==> config.mk <==
export PLATFORM = sky130hd
export DESIGN_NAME = rng_conf_scan_tx
export DESIGN_NICKNAME = d
export VERILOG_FILES = /design/src/rtl/rng_cal_pkg.sv /design/src/rtl/rng_scan_tick.sv /design/src/rtl/rng_conf_scan_tx.sv
export SDC_FILE = /design/constraint.sdc
export NUM_CORES = 1
export LEC_CHECK = 0
export CORE_AREA = 2 2 84 86
export DETAILED_ROUTE_END_ITERATION = 16
export DIE_AREA = 0 0 86 88
export PLACE_DENSITY = 0.63
export SKIP_LAST_GASP = 1
export SYNTH_ARGS = -nofsm -noshare
export SYNTH_HDL_FRONTEND = slang
export SYNTH_SLANG_ARGS = --single-unit
==> constraint.sdc <==
create_clock -name clk -period 2.8 [get_ports clk]
set_clock_uncertainty 0.2 [all_clocks]
set_input_delay 0.28 -clock clk [delete_from_list [all_inputs] [get_ports clk]]
set_output_delay 0.28 -clock clk [all_outputs]
set_load 0.01 [all_outputs]
==> src/rtl/rng_cal_pkg.sv <==
// Shared definitions for the TRNG calibration FSM and the configuration scan transmitter:
// state encoding, code geometry and the ordering of trim codes inside the shift word.
package rng_cal_pkg;

    localparam int CODE_W    = 4;
    localparam int NCODES    = 6;
    localparam int CHAIN_LEN = CODE_W * NCODES;
    localparam int BIT_CNT_W = 5;

    typedef enum logic [2:0] {
        IDLE  = 3'd0,
        SETUP = 3'd1,
        HIGH  = 3'd2,
        LATCH = 3'd3,
        DONE  = 3'd4
    } cal_state_t;

    // Code slot inside the shift word; slot 5 sits at the MSB end and is shifted first.
    localparam int SLOT_NCONF1   = 5;
    localparam int SLOT_NCONF0   = 4;
    localparam int SLOT_PCONF1   = 3;
    localparam int SLOT_PCONF0   = 2;
    localparam int SLOT_CLKCONF1 = 1;
    localparam int SLOT_CLKCONF0 = 0;

    function automatic logic [CHAIN_LEN-1:0] pack_word(
        input logic [CODE_W-1:0] nconf1,
        input logic [CODE_W-1:0] nconf0,
        input logic [CODE_W-1:0] pconf1,
        input logic [CODE_W-1:0] pconf0,
        input logic [CODE_W-1:0] clkconf1,
        input logic [CODE_W-1:0] clkconf0
    );
        logic [CODE_W-1:0] codes [NCODES];
        codes[SLOT_NCONF1]   = nconf1;
        codes[SLOT_NCONF0]   = nconf0;
        codes[SLOT_PCONF1]   = pconf1;
        codes[SLOT_PCONF0]   = pconf0;
        codes[SLOT_CLKCONF1] = clkconf1;
        codes[SLOT_CLKCONF0] = clkconf0;
        pack_word = '0;
        for (int i = 0; i < NCODES; i++) begin
            pack_word[i*CODE_W +: CODE_W] = codes[i];
        end
    endfunction

endpackage

==> src/rtl/rng_scan_tick.sv <==
// Scan-clock phase counter: counts CLK_DIV system cycles per phase and flags the last one.
module rng_scan_tick #(
    parameter int CLK_DIV = 4
) (
    input  logic clk,
    input  logic resetb,
    input  logic i_clr,
    output logic o_tc
);

    localparam int DIV_W = (CLK_DIV > 1) ? $clog2(CLK_DIV) : 1;
    localparam logic [DIV_W-1:0] TC_VAL = DIV_W'(CLK_DIV - 1);

    logic [DIV_W-1:0] r_div_cnt;

    assign o_tc = (r_div_cnt == TC_VAL);

    always_ff @(posedge clk or negedge resetb) begin
        if (!resetb) begin
            r_div_cnt <= '0;
        end else if (i_clr || o_tc) begin
            r_div_cnt <= '0;
        end else begin
            r_div_cnt <= r_div_cnt + 1'b1;
        end
    end

endmodule

==> src/rtl/rng_conf_scan_tx.sv <==
// Serial configuration transmitter: shifts the six trim codes MSB-first into the analog
// scan chain, pulses the parallel latch, and optionally re-shifts while checking loopback.
module rng_conf_scan_tx
    import rng_cal_pkg::*;
#(
    parameter int CLK_DIV = 4,
    parameter int VERIFY  = 1
) (
    input  logic              clk,
    input  logic              resetb,
    input  logic              i_load,
    input  logic [CODE_W-1:0] i_nconf1,
    input  logic [CODE_W-1:0] i_nconf0,
    input  logic [CODE_W-1:0] i_pconf1,
    input  logic [CODE_W-1:0] i_pconf0,
    input  logic [CODE_W-1:0] i_clkconf1,
    input  logic [CODE_W-1:0] i_clkconf0,
    input  logic              i_scan_ret,
    output logic              o_scan_clk,
    output logic              o_scan_data,
    output logic              o_scan_latch,
    output logic              o_busy,
    output logic              o_done,
    output logic              o_err,
    output logic [2:0]        o_state_out
);

    localparam logic [BIT_CNT_W-1:0] LAST_BIT = BIT_CNT_W'(CHAIN_LEN - 1);

    cal_state_t             r_state, w_state_next;
    logic [CHAIN_LEN-1:0]   r_word, w_word_next;
    logic [BIT_CNT_W-1:0]   r_bit_cnt, w_bit_cnt_next;
    logic                   r_pass, w_pass_next;
    logic                   r_err, w_err_next;
    logic                   r_scan_clk, r_scan_data, r_scan_latch, r_busy, r_done;
    logic                   w_scan_data_next;
    logic                   w_cur_bit;
    logic                   w_tc;
    logic                   w_tick_clr;

    // Phase counter idles at zero so the first SETUP phase is a full CLK_DIV long.
    assign w_tick_clr = (r_state == IDLE) || (r_state == DONE);

    rng_scan_tick #(
        .CLK_DIV (CLK_DIV)
    ) u_tick (
        .clk    (clk),
        .resetb (resetb),
        .i_clr  (w_tick_clr),
        .o_tc   (w_tc)
    );

    assign w_cur_bit = r_word[LAST_BIT - r_bit_cnt];

    always_comb begin
        w_state_next   = r_state;
        w_word_next    = r_word;
        w_bit_cnt_next = r_bit_cnt;
        w_pass_next    = r_pass;
        w_err_next     = r_err;
        case (r_state)
            IDLE: begin
                if (i_load) begin
                    w_word_next    = pack_word(i_nconf1, i_nconf0, i_pconf1, i_pconf0,
                                               i_clkconf1, i_clkconf0);
                    w_err_next     = 1'b0;
                    w_bit_cnt_next = '0;
                    w_pass_next    = 1'b0;
                    w_state_next   = SETUP;
                end
            end
            SETUP: begin
                if (w_tc) begin
                    // In pass 1 the chain's tail holds the bit about to be re-shifted.
                    if (r_pass && (i_scan_ret != w_cur_bit)) begin
                        w_err_next = 1'b1;
                    end
                    w_state_next = HIGH;
                end
            end
            HIGH: begin
                if (w_tc) begin
                    if (r_bit_cnt == LAST_BIT) begin
                        w_state_next = LATCH;
                    end else begin
                        w_bit_cnt_next = r_bit_cnt + 1'b1;
                        w_state_next   = SETUP;
                    end
                end
            end
            LATCH: begin
                if (w_tc) begin
                    if ((VERIFY != 0) && !r_pass) begin
                        w_pass_next    = 1'b1;
                        w_bit_cnt_next = '0;
                        w_state_next   = SETUP;
                    end else begin
                        w_state_next = DONE;
                    end
                end
            end
            DONE: begin
                w_state_next = IDLE;
            end
            default: begin
                w_state_next = IDLE;
            end
        endcase

        w_scan_data_next = 1'b0;
        if ((w_state_next == SETUP) || (w_state_next == HIGH)) begin
            w_scan_data_next = w_word_next[LAST_BIT - w_bit_cnt_next];
        end
    end

    // Outputs are decoded from the next state so they register in step with r_state.
    always_ff @(posedge clk or negedge resetb) begin
        if (!resetb) begin
            r_state      <= IDLE;
            r_word       <= '0;
            r_bit_cnt    <= '0;
            r_pass       <= 1'b0;
            r_err        <= 1'b0;
            r_scan_clk   <= 1'b0;
            r_scan_data  <= 1'b0;
            r_scan_latch <= 1'b0;
            r_busy       <= 1'b0;
            r_done       <= 1'b0;
        end else begin
            r_state      <= w_state_next;
            r_word       <= w_word_next;
            r_bit_cnt    <= w_bit_cnt_next;
            r_pass       <= w_pass_next;
            r_err        <= w_err_next;
            r_scan_clk   <= (w_state_next == HIGH);
            r_scan_data  <= w_scan_data_next;
            r_scan_latch <= (w_state_next == LATCH);
            r_busy       <= (w_state_next != IDLE);
            r_done       <= (w_state_next == DONE);
        end
    end

    assign o_scan_clk   = r_scan_clk;
    assign o_scan_data  = r_scan_data;
    assign o_scan_latch = r_scan_latch;
    assign o_busy       = r_busy;
    assign o_done       = r_done;
    assign o_err        = r_err;
    assign o_state_out  = r_state;

endmodule

Yosys cells after proc, flatten, opt, wreduce, memory -nomap -nowiden
Cells that the tools add are included.
{ "totals": {"register_bits": 41, "output_inout_bits": 9, "wordCells": 69} }
{ "op_classes": {"add_sub_neg": 4, "n_lt_le_gt_ge": 2, "eq_ne": 15, "mux": 27, "reduce_logical": 10} }
{ "ops": {"columns": ["op", "n"], "rows": [
  ["24-bit 2-to-1 mux", 2],
  ["5-bit 2-to-1 mux", 5],
  ["3-bit 2-to-1 mux", 5],
  ["5-bit one-hot mux with 3 select lines", 1],
  ["3-bit by 2-bit equality test with 1-bit output (second input constant)", 4],
  ["5-bit by 6-bit less-than comparator with 1-bit output (second input constant)", 2],
  ["3-bit one-hot mux with 4 select lines", 1],
  ["1-bit binary-select mux with 5-bit select", 2],
  ["5-bit subtractor (first input constant)", 2],
  ["1-bit 2-to-1 mux", 7],
  ["3-bit by 1-bit equality test with 1-bit output (second input constant)", 2],
  ["3-bit equality test (second input constant)", 2],
  ["5-bit by 1-bit adder with 5-bit output (second input constant)", 1],
  ["5-bit equality test (second input constant)", 1],
  ["2-bit 2-to-1 mux", 2],
  ["2-bit by 1-bit != test with 1-bit output (second input constant)", 2],
  ["2-bit != test (second input constant)", 2],
  ["1-bit one-hot mux with 2 select lines", 2],
  ["4-bit AND reduction", 1],
  ["2-bit nonzero test", 2],
  ["3-bit zero test", 1],
  ["1-bit logical OR", 3],
  ["3-bit AND reduction", 1],
  ["3-bit nonzero test", 1],
  ["4 further kinds", 4]
]} }

Depth between registers and ports, before layout
Gate-level depths: netlist (run 1).
{ "depth": {"ltp_word": 8, "mapped_depth": 10, "ltp_nobuf": 10} }

Cells and area by module
From an unflattened synthesis (run 1), not the netlist that was laid out.
{ "unflattened": {"cells_unflattened": 261, "hier_area_um2": 2442.3} }
{ "modules_own_cells": {"columns": ["mod", "n_inst", "cells_per_inst", "area_per_inst_um2", "seq_area_each_um2"], "rows": [
  ["rng_conf_scan_tx", 1, 256, 2357.3, 975.9],
  ["rng_scan_tick", 1, 5, 85.1, 50.0]
]} }

Worst setup path before layout (run 1)
OpenSTA, ideal clock, no wires.
{ "synth_timing": {"kind": "register -> register", "from": "register r_state[2], in the netlist o_state_out[2]", "to": "register r_scan_data, in the netlist o_scan_data", "setup_ps": 136, "arrival_time_ps": 2439, "t_required_ps": 2464, "slack_ps": 25, "path_stages_with_launch": 9, "n_path_buf": 1, "synth_period_minus_slack_ps": 2775, "path_cell_list": "dfrtp_1 -> buf_6 -> nor4b_4 -> mux2_2 -> or4_1 -> o2111ai_1 -> nand4_1 -> o211ai_1 -> a221oi_2"} }
{ "synth_lines": {"columns": ["element", "line", "rtl"], "rows": [
  ["start, declared", "rng_conf_scan_tx.sv:30", "cal_state_t r_state, w_state_next;"],
  ["start signal, assigned", "rng_conf_scan_tx.sv:130", "r_state <= w_state_next;"],
  ["3-bit zero test", "rng_conf_scan_tx.sv:61", "case (r_state)"],
  ["24-bit 2-to-1 mux", "rng_conf_scan_tx.sv:61", null],
  ["via w_word_next[23]", "rng_conf_scan_tx.sv:31", "logic [CHAIN_LEN-1:0] r_word, w_word_next;"],
  ["1-bit binary-select mux with 5-bit select", "rng_conf_scan_tx.sv:112", "w_scan_data_next = w_word_next[LAST_BIT - w_bit_cnt_next];"],
  ["1-bit 2-to-1 mux (implied by the code)", "rng_conf_scan_tx.sv:112", null],
  ["1-bit 2-to-1 mux", "rng_conf_scan_tx.sv:111", "if ((w_state_next == SETUP) || (w_state_next == HIGH)) begin"],
  ["via w_scan_data_next", "rng_conf_scan_tx.sv:36", "logic w_scan_data_next;"],
  ["end signal, assigned", "rng_conf_scan_tx.sv:136", "r_scan_data <= w_scan_data_next;"],
  ["end, declared", "rng_conf_scan_tx.sv:35", "logic r_scan_clk, r_scan_data, r_scan_latch, r_busy, r_done;"]
]} }
The timed path passes the listed nets, and every way through them passes these cells. The select of a mux whose other input is x is not followed.
A chain may end at the register's enable or synchronous reset.

Final worst setup path (run 1)
{ "layout_timing": {"from": "register r_state[0], in the netlist o_state_out[0]", "to": "register r_scan_data, in the netlist o_scan_data"} }
Same word-level chain as after synthesis.

==> impl_metrics.ini, run 1 <==
[finish]
num-fill-cells = 621
multi_input_area_mm2 = 0.001161
area_delta_synth_final_pct = 32.13
fin_nets = 285
drive_above_1_share_pct = 29.80
final-seq-area_mm2 = 0.001028
diodes = 0

[grt]
antenna_found_initial = 0
grt_pass1_wl_um = 9032
grt_pass1_vias = 1900
gr-usage-all-layers_pct = 15.22
overflow = 0
grt_max_degree = 42

[logic_synthesis]
yosys.area.top_type_share_pct = 44.74
synthCells = 194
synth.most_common_cell = dfrtp_1
synthTopCellsByArea = dfrtp_1 (45%), mux2_2 (12%), mux4_2 (6.9%)
synth_nets = 225
yosysUniqueCellTypes = 50
syn-cell-area_mm2 = 0.002293
synth-main-ff-cell = dfrtp_1
ys_seq_elements = 41
synth-edff-count = 0
synth_commonest_cells = dfrtp_1 (41), mux2_2 (25), nor2_1 (12), inv_1 (9), nand2_1 (8)
seq_area_frac_synth_pct = 44.74
syn_avg_cell_area_um2 = 11.82
ys_async_sr_fraction_pct = 100.0
synth_area_leader_cell = dfrtp_1
yosysWarnings = 0

[critical_path]
crit_path_start_kind = flip-flop
critPathMaxFanout = 8
crit_path_end_kind = flip-flop
critPathArrivalTime_ns = 2.71
critical_path_class = flip-flop to flip-flop
worst_ep_required_time_ns = 2.76

[power]
p_sw_share_pct = 34.99
p_leak_uw = 0.001271
p_seq_share_pct = 33.2
ir_drop_uv = 321.1
p_per_area_mw_per_mm2 = 989.8
p_int_uw = 1950
p_clk_share_pct = 16.6
switchingPower_uw = 1049
comb_power_share_pct = 50.3

[flow_run]
timing.max_cap.violations = 0

[floorplan]
num_io_pins = 37
die-height_um = 88
dieArea_mm2 = 0.007568
start_util_pct = 34.52
core_mm2 = 0.006644
die_width_um = 86
fp-row-count = 30

[sta]
clock.fmax_mhz = 364.1
slew_violations = 0
tightest_slew_ns = 0.9139
slew_headroom_pct = 39.08
hold_violations = 0
min_period_over_period_pct = 98.09
tns_ns = 0
setup_viol = 0
finalCriticalPeriod_ns = 2.747
timing.hold.ws_ns = 0.2462

[routing]
ant_nets = 0
routed_via_density = 5.361
wl_per_cell_um = 16.11
wl_um = 5398
drt_iter0_markers = 107
wl_met2_um = 2694
drt-met1-wl_um = 2481
wl_met3_um = 180
top_layer_used = met4
firstDrtPassIters = 4
via_count = 1796
drc = 0

[clocking]
cts_sinks = 41
htree_levels = 2
cts_root_buf = clkbuf_8
clock_latency_ns = 0.29
cts_tree = built
cts_buffers = 5
clockBufferDepth = 2
clkTransAtPathRegs_ns = 0.08

[min_path]
hp-class = flip-flop to flip-flop

[place]
gp_congestion = 0.8212
dp_hpwl_um = 3858
portBuffers = 36

[status]
status = completed
[metal layers]
layer  up-vias  GRT usage [%]
met1       894          19.81
met2        34          25.58
met4         0          4.473
met5         -              0
li1        864              -
met3         4          3.299
[sequential cells by signal (all words and copies together), names as in the netlist, 2 cells and up]
signal            cells
o_state_out           3
u_tick.r_div_cnt      2
r_word               24
r_bit_cnt             5
[timing repair]
item / CTS / global route
hold endpoints to repair: 41 / 0
hold buffers: 1 / 0
resized for setup: 0 / 3
buffers inserted: 0 / 4
endpoints found under the setup margin: 0 / 1
[cell type report]
| class | instances | share of cell area, % |
|---|---|---|
| clock inverters | 1 | 0.9909 |
| inverters | 11 | 1.528 |
| flip-flops and latches | 41 | 33.94 |
| well taps | 80 | 3.303 |
| repair buffers | 62 | 19.08 |
| multi-input cells | 133 | 38.32 |
| clock buffers | 7 | 2.849 |
[worst max-delay path: stages, from the launching register on]
cell,delay [ns]
dfrtp_2,0.44
nor4b_4,0.33
buf_12,0.16
mux2_2,0.33
or4_1,0.56
o2111ai_2,0.12
nand4_1,0.13
o211ai_1,0.24
a221oi_2,0.10
[final timing paths]
| kind | cells past startpoint | from | slack (ns) | endpoint |
|---|---|---|---|---|
| worst min-delay path | 1 | u_tick.r_div_cnt[0] | 0.25 | u_tick.r_div_cnt[0] |
| worst min register to register | 1 | u_tick.r_div_cnt[0] | 0.25 | u_tick.r_div_cnt[0] |
| min in group asynchronous | 2 | resetb | 0.46 | o_scan_data |
| worst max register to register | 8 | o_state_out[0] | 0.05 | o_scan_data |
| max in group asynchronous | 2 | resetb | 1.31 | o_state_out[1] |
| worst max-delay path | 8 | o_state_out[0] | 0.05 | o_scan_data |
[kinds of logic (layout without fill, tap and decap cells)]
| family | count (synthesis) | count (layout) | share of synthesized area [%] |
|---|---|---|---|
| compound gates | 37 | 37 | 11.84 |
| xor+xnor | 1 | 1 | 0.3820 |
| fa+ha+maj | 3 | 3 | 1.637 |
| buf+inv | 20 | 81 | 4.910 |
| flops | 41 | 41 | 44.74 |
| mux | 34 | 34 | 20.02 |
| simple gates | 58 | 58 | 16.48 |
[power groups by stage]
stage	Combinational [uW]	Clock [uW]	Sequential (uW)
3_5_place_dp	1470	0	1000
4_1_cts	1480	512	990
3_3_place_gp	1450	0	997
6_report	1510	497	995
5_1_grt	1650	540	1030
2_1_floorplan	978	0	982
[metrics by stage]
| step | instance area [um2] | utilization, % | total power, uW | instances | setup slack (ns) |
|---|---|---|---|---|---|
| floorplan | 2293 | - | 1960 | 194 | 0.02530 |
| global placement | 2865 | 43.13 | 2450 | 322 | -0.08777 |
| detailed placement | 2865 | 43.13 | 2469 | 322 | -0.1490 |
| CTS | 2992 | 45.03 | 2984 | 331 | 0.1111 |
| global route | 3030 | 45.61 | 3213 | 335 | -0.02537 |
| finish | 3030 | 45.61 | 2999 | 335 | 0.05336 |
[cells in the final DEF, fill, tap and decap left out, types with 4 or more instances in the layout]
cell type	instances
mux4_2	7
o21ai_0	6
nor2_1	12
inv_1	9
clkbuf_8	6
mux2_2	25
or4_1	6
a21oi_1	7
dfrtp_1	39
nand2_1	8
and3_1	4
o2111ai_1	5
clkdlybuf4s50_1	35
o211ai_1	5
buf_4	23
Power figures use the tool's default switching activity.
==> inputs of run 2 (changes only) <==
- CORE_AREA: 2 2 84 86 -> 2 2 73 75
- DIE_AREA: 0 0 86 88 -> 0 0 75 77
- PLACE_DENSITY: 0.63 -> 0.78
==> impl_metrics.ini, run 2 (synthesized netlist as in run 1, its figures left out) <==
[status]
status = completed

[floorplan]
core_mm2 = 0.004977
dieArea_mm2 = 0.005775
die_width_um = 75
num_io_pins = 37
die-height_um = 77
start_util_pct = 46.08
fp-row-count = 26

[critical_path]
crit_path_end_kind = flip-flop
crit_chain = nor4b_4, buf_4, mux2_2, or4_1, o2111ai_1, nand4_1, o211ai_1, a221oi_2
critical_path_class = flip-flop to flip-flop
critPathArrivalTime_ns = 2.65
cp_slowest_stage_delay_ns = 0.47
crit_buf_inv = 1
crit_family = simple AND/OR/NAND/NOR gates
cp_slowest_cell = dfrtp_1
crit_path_start_kind = flip-flop
critPathMaxFanout = 7
worst_ep_required_time_ns = 2.77

[place]
dp_hpwl_um = 3779
gp_congestion = 0.8555
portBuffers = 36
place_ws_ns = -0.1523

[sta]
min_period_over_period_pct = 95.93
rsz0062_at_grt = no
slew_headroom_pct = 39.52
timing.hold.ws_ns = 0.2554
slew_violations = 0
tightest_slew_ns = 0.9072
clock.fmax_mhz = 372.3
finalCriticalPeriod_ns = 2.686
hold_violations = 0
fin_ws_ns = 0.1139
setup_viol = 0

[finish]
regMostFlops = r_word
area_delta_synth_final_pct = 30.93
fin_nets = 283
num-fill-cells = 388
final_cell_mix = dfrtp_1 (41), clkdlybuf4s50_1 (35), mux2_2 (25)
drive_above_1_share_pct = 30.04
largest_reg_flops = 24
diodes = 0
final_common_cell = dfrtp_1

[power]
switchingPower_uw = 1045
p_seq_share_pct = 32.8
p_int_uw = 1985
p_leak_uw = 0.001253
p_per_area_mw_per_mm2 = 1009
comb_power_share_pct = 48.4
p_sw_share_pct = 34.49
ir_drop_uv = 498.8
p_clk_share_pct = 18.8

[clocking]
clockBufferDepth = 2
cts_tree = built
clock_latency_ns = 0.30
clkTransAtPathRegs_ns = 0.08
cts_buffers = 5
htree_levels = 2
post_cts_buffers = 0
cts_sinks = 41
cts_root_buf = clkbuf_8

[grt]
gr-usage-all-layers_pct = 20.50
grt_pass1_wl_um = 9045
antenna_found_initial = 0
overflow = 0
grt_max_degree = 42
grt_pass1_vias = 1867

[routing]
routed_via_density = 5.437
firstDrtPassIters = 4
ant_nets = 0
wl_per_cell_um = 16.00
via_count = 1756
drt_iter0_markers = 115
wl_um = 5168
drc = 0

[min_path]
hp-class = flip-flop to flip-flop

[flow_run]
timing.max_cap.violations = 0
[run 2: area by class of cell]
cell class,instances,area (um2),share of cell area [%]
clock inverter,3,65.06,2.167
sequential,41,1026,34.17
multi-input combinational,133,1171,39.00
timing repair buffer,60,538.0,17.92
tap,70,87.58,2.917
inverter,11,46.29,1.542
clock buffer,5,68.82,2.292
[run 2: power by group through the flow]
stage          Combinational, uW  Sequential [uW]  Clock [uW]
2_1_floorplan                978              982           0
3_3_place_gp                1420              994           0
3_5_place_dp                1450             1000           0
4_1_cts                     1460              995         574
5_1_grt                     1610             1020         606
6_report                    1470              994         570
[run 2: timing repair]
item	in CTS	in global routing
endpoints found under the setup margin	0	1
gates resized for setup	0	5
hold buffers	1	0
endpoints found under the hold margin	41	0
[run 2: metrics by stage]
step                instances  setup TNS [ns]  utilization (%)  power [uW]  area [um2]
finish                    323               0            60.33        3031        3003
global route              323               0            60.33        3244        3003
CTS                       323               0            60.00        3029        2987
detailed placement        314         -0.1523            57.11        2449        2843
global placement          314        -0.08528            57.11        2414        2843
floorplan                 194               0                -        1960        2293
[run 2: routing by layer]
metal	part of all wire, %	vias up	global-route usage, %
met4	1.1	0	4.286
met3	3.0	6	4.336
met2	52	36	33.95
met1	44	864	27.42
met5	0	-	0
li1	-	850	-
[run 2: path summary, 6_finish.rpt]
| check | start | to | slack, ns | cells after the start |
|---|---|---|---|---|
| min reg2reg | u_tick.r_div_cnt[0] | u_tick.r_div_cnt[0] | 0.26 | 1 |
| min | u_tick.r_div_cnt[0] | u_tick.r_div_cnt[0] | 0.26 | 1 |
| min in group asynchronous | resetb | r_word[4] | 0.45 | 2 |
| max | o_state_out[1] | o_scan_data | 0.11 | 8 |
| max reg2reg | o_state_out[1] | o_scan_data | 0.11 | 8 |
| max in group asynchronous | resetb | r_word[17] | 1.39 | 2 |
